`config.mk`:
```
export PLATFORM = sky130hd
export DESIGN_NAME = serial_subtractor
export DESIGN_NICKNAME = d
export VERILOG_FILES = /design/src/rtl/serial_subtractor.sv
export SDC_FILE = /design/constraint.sdc
export NUM_CORES = 1
export LEC_CHECK = 0
export ABC_AREA = 1
export CAP_MARGIN = 20
export CELL_PAD_IN_SITES_DETAIL_PLACEMENT = 1
export CELL_PAD_IN_SITES_GLOBAL_PLACEMENT = 2
export CORE_MARGIN = 2
export CORE_UTILIZATION = 25
export DETAILED_ROUTE_END_ITERATION = 10
export PLACE_DENSITY = 0.74
export SLEW_MARGIN = 20
export SYNTH_ARGS = -nofsm -noshare
export SYNTH_HDL_FRONTEND = slang
export SYNTH_SLANG_ARGS = --single-unit
```
`constraint.sdc`:
```
create_clock -name clk -period 3.2 [get_ports clk]
set_clock_uncertainty 0.1 [all_clocks]
set_input_delay 0.64 -clock clk [delete_from_list [all_inputs] [get_ports clk]]
set_output_delay 0.64 -clock clk [all_outputs]
set_load 0.02 [all_outputs]
```
`src/rtl/serial_subtractor.sv`:
```
// Digit-serial ripple-borrow subtractor: diff = a - b - bin, DIGIT bits per clock,
// least significant digit first, with a start/done handshake.

module serial_subtractor_fs (
  input  logic x,
  input  logic y,
  input  logic bi,
  output logic d,
  output logic bo
);
  assign d  = x ^ y ^ bi;
  assign bo = (~x & y) | (~(x ^ y) & bi);
endmodule

module serial_subtractor #(
  parameter int WIDTH = 8,
  parameter int DIGIT = 1
) (
  input  logic             clk,
  input  logic             rst,
  input  logic             start,
  input  logic [WIDTH-1:0] a,
  input  logic [WIDTH-1:0] b,
  input  logic             bin,
  output logic             busy,
  output logic             done,
  output logic [WIDTH-1:0] diff,
  output logic             bout,
  output logic             ovf
);
  localparam int STEPS = WIDTH / DIGIT;
  localparam int CW    = (STEPS > 1) ? $clog2(STEPS) : 1;

  localparam logic [1:0] IDLE = 2'd0;
  localparam logic [1:0] RUN  = 2'd1;
  localparam logic [1:0] DONE = 2'd2;

  if (WIDTH < 2 || DIGIT < 1 || DIGIT > WIDTH || (WIDTH % DIGIT) != 0) begin : g_bad_params
    $error("serial_subtractor: illegal WIDTH/DIGIT combination");
  end

  logic [1:0]             state;
  logic [WIDTH-1:0]       a_sh, b_sh, acc;
  logic                   borrow, a_msb, b_msb;
  logic [CW-1:0]          cnt;
  logic [DIGIT:0]         bc;
  logic [DIGIT-1:0]       d;
  logic [WIDTH+DIGIT-1:0] cat;
  logic [WIDTH-1:0]       acc_nx;
  logic                   last;

  // One digit of chained full-subtractor slices fed by the borrow flop
  assign bc[0] = borrow;
  for (genvar i = 0; i < DIGIT; i++) begin : g_slice
    serial_subtractor_fs u_fs (
      .x (a_sh[i]),
      .y (b_sh[i]),
      .bi(bc[i]),
      .d (d[i]),
      .bo(bc[i+1])
    );
  end

  // New digit enters at the top; after STEPS shifts the word is aligned
  assign cat    = {d, acc};
  assign acc_nx = cat[WIDTH+DIGIT-1:DIGIT];
  assign last   = (cnt == CW'(STEPS - 1));

  assign busy = (state == RUN);
  assign done = (state == DONE);

  always_ff @(posedge clk) begin
    if (rst) begin
      state  <= IDLE;
      a_sh   <= '0;
      b_sh   <= '0;
      acc    <= '0;
      borrow <= 1'b0;
      a_msb  <= 1'b0;
      b_msb  <= 1'b0;
      cnt    <= '0;
      diff   <= '0;
      bout   <= 1'b0;
      ovf    <= 1'b0;
    end else begin
      case (state)
        IDLE, DONE: begin
          if (start) begin
            a_sh   <= a;
            b_sh   <= b;
            borrow <= bin;
            a_msb  <= a[WIDTH-1];
            b_msb  <= b[WIDTH-1];
            cnt    <= '0;
            state  <= RUN;
          end else begin
            state  <= IDLE;
          end
        end
        RUN: begin
          a_sh   <= a_sh >> DIGIT;
          b_sh   <= b_sh >> DIGIT;
          borrow <= bc[DIGIT];
          acc    <= acc_nx;
          cnt    <= cnt + 1'b1;
          if (last) begin
            diff  <= acc_nx;
            bout  <= bc[DIGIT];
            ovf   <= (a_msb ^ b_msb) & (acc_nx[WIDTH-1] ^ a_msb);
            state <= DONE;
          end
        end
        default: state <= IDLE;
      endcase
    end
  end
endmodule

```
==> summary.md <==
| Metric | Value |
|---|---|
| Worst skew pair latency | 0.30 ns |
| Lkg Pwr | 0.879 nW |
| RePlAce Congestion | 0.697 |
| Total Neg Setup Slack | 0 ns |
| Unique cell type count in the Yosys netlist | 19 |
| RSZ-0062 raised after global routing | false |
| DRC viols | 0 |
| Number of global-route vias before repair | 1590 |
| Max cap viols | 0 |
| Area leader, netlist | dfxtp_1 |
| Max-slew headroom | 51.2% |
| Diode count | 0 |
| DRT antenna net count | 0 |
| Worst path cell trace | inv_2 -> nor2_4 -> clkdlybuf4s50_1 |
| Slowest CP cell | clkdlybuf4s50_1 |
| Starting density of the core | 25.8% |
| Synth Instances | 239 |
| CP max stage delay | 0.61 ns |
| Chip height | 87.8 um |
| Most frequent cells in the layout | nand2_1, dfxtp_1, nand3_1 |
| Initial antenna violation count | 0 |
| FMAX | 0.446 GHz |
| Final setup violation count | 0 |
| Core Region | 6790 um^2 |
| Top post-synthesis cells by area | dfxtp_1, nand3_1, nand2_1 |
| Port Buffers | 31 |
| Syn nets | 262 |
| First-pass iteration count of the detailed router | 4 |
| Detailed placement HPWL | 2.70 mm |
| Tcrit/Tclk final | 70.1% |
| CTS resizes | 0 |
| Die width | 87.8 um |
| Rows | 30 |
| Leading cell type in the layout, fill and taps excluded | nand2_1 |
| Setup CP Type | reg -> out |
| Warnings from Yosys | 0 |
| 1st-iter DRT viols | 49 |
| Tot GR Track Use | 11.8% |
| Final Worst Setup Slack | 0.956 ns |
| Status | finished clean |
| Via total after detailed routing | 1562 |
| Final wirelength | 4.15 mm |
| Num CTS Buffers | 5 |
| Layout area overhead | 26.6% |
| Max-slew violations | 0 |
| Tightest Pin Transition | 0.731 ns |
| Largest net degree at the start of global routing | 39 |
| Max IR drop VDD | 0.000174 V |
| Share of the synthesized area in the top cell type | 46.8% |
| Hold Buf Count CTS | 0 |
| Clk sinks | 41 |
| Average cell area after synthesis | 7.34 um^2 |
| Global-route wire length before repair | 7.05 mm |
| I/O pins | 32 |
| Worst Path Required | 2.46 ns |
| Synthesized area | 1760 um^2 |
| Seq/Total Area, Yosys | 46.8% |
| Worst Hold Class | reg -> reg |
| Net count, final | 288 |
| Power per Cell Area | 525 nW/um^2 |
| CTS Root Cell | clkbuf_8 |
| Avg Vias per Cell | 4.31 |
| CTS tree | yes |
| Critical Path Source Type | flip-flop |
| Die Area | 7710 um^2 |
| Flops & latches, synth | 41 |
| Post-CTS Repair Setup Buffers | 0 |
| DR WL/cell | 11.5 um |
| Tmin final | 2.24 ns |
| CP Max Fanout | 5 |
| Worst-path clk slew | 0.08 ns |
| Share of layout cells above drive strength 1 | 4.89% |
| Crit end category | output port |
| Arrival @ worst endpoint | 1.50 ns |
| Pre-CTS setup slack | 0.864 ns |
| Longest Clk Path Bufs | 2 |
| CTS H-tree lvls | 2 |
| Hold Violations, Final | 0 |
| Overflow after GRT | 0 |
stage by stage:
step	hold WS, ns	util (%)	cells	area, um^2	total power [mW]
after global placement	0.349	31.0	354	2110	0.738
after global routing	0.389	32.7	362	2220	1.23
final	0.366	32.7	362	2220	1.17
after floorplan	0.329	-	239	1760	0.692
after detailed placement	0.356	31.0	354	2110	0.741
after CTS	0.368	32.7	362	2220	1.18
synth_stat cells:
library cell  count
nand2_1          42
nor3_1           14
fa_1              1
inv_1            23
nor2_1           33
nor2_4            1
ha_1              2
clkbuf_1          1
clkinv_1          1
nand3_1          36
a21oi_1          17
nand2_2           2
o21ai_0           9
buf_6             3
inv_2             1
buf_4             3
dfxtp_1          41
buf_2             7
nand3b_1          2
area by class of cell:
type,count,area [um^2]
tap,96,120
multi-input combinational,159,746
clock inverter,1,30.0
fill,840,4570
timing repair buffer,33,325
clock buffer,7,86.3
inverter,25,93.8
sequential,41,821
kinds of logic after synthesis:
kind of cell | count (synthesis) | synth area share, %
AO/OA/AOI/OAI | 26 | 7.41
adder cells (fa/ha/maj) | 3 | 2.57
buffers and inverters | 39 | 10.8
flip-flops | 41 | 46.8
AND/OR/NAND/NOR | 130 | 32.5
state kept, by name (all words and copies together) (netlist names), 2 cells and up:
signal,count
state,2
b_sh,8
a_sh,8
acc,7
diff,8
cnt,3
critical path: cells and delay by family (launching register included):
kind          cells  cell delay (ns)
buf+inv           2             0.70
flops             1             0.42
simple gates      1             0.09
power by group:
part	internal [mW]	total [mW]	leakage [nW]	switching [mW]
Combinational	0.0684	0.165	0.484	0.0969
Clock	0.255	0.442	0.0585	0.188
Sequential	0.544	0.560	0.336	0.0154
Total	0.867	1.17	0.879	0.300
metal layers:
layer / track usage (%) / routed length [um]
met2: 19.8 / 1950
met1: 14.1 / 1970
met4: 4.62 / 69
met5: 0 / 0
met3: 3.39 / 151
final timing paths:
path / start / end / slack, ns / depth (start not counted)
min: diff[7] / diff[7] / 0.37 / 2
max: state[0] / busy / 0.96 / 3
max reg2reg: cnt[0] / bout / 1.28 / 6
min reg2reg: diff[7] / diff[7] / 0.37 / 2
Power figures use the tool's default switching activity.
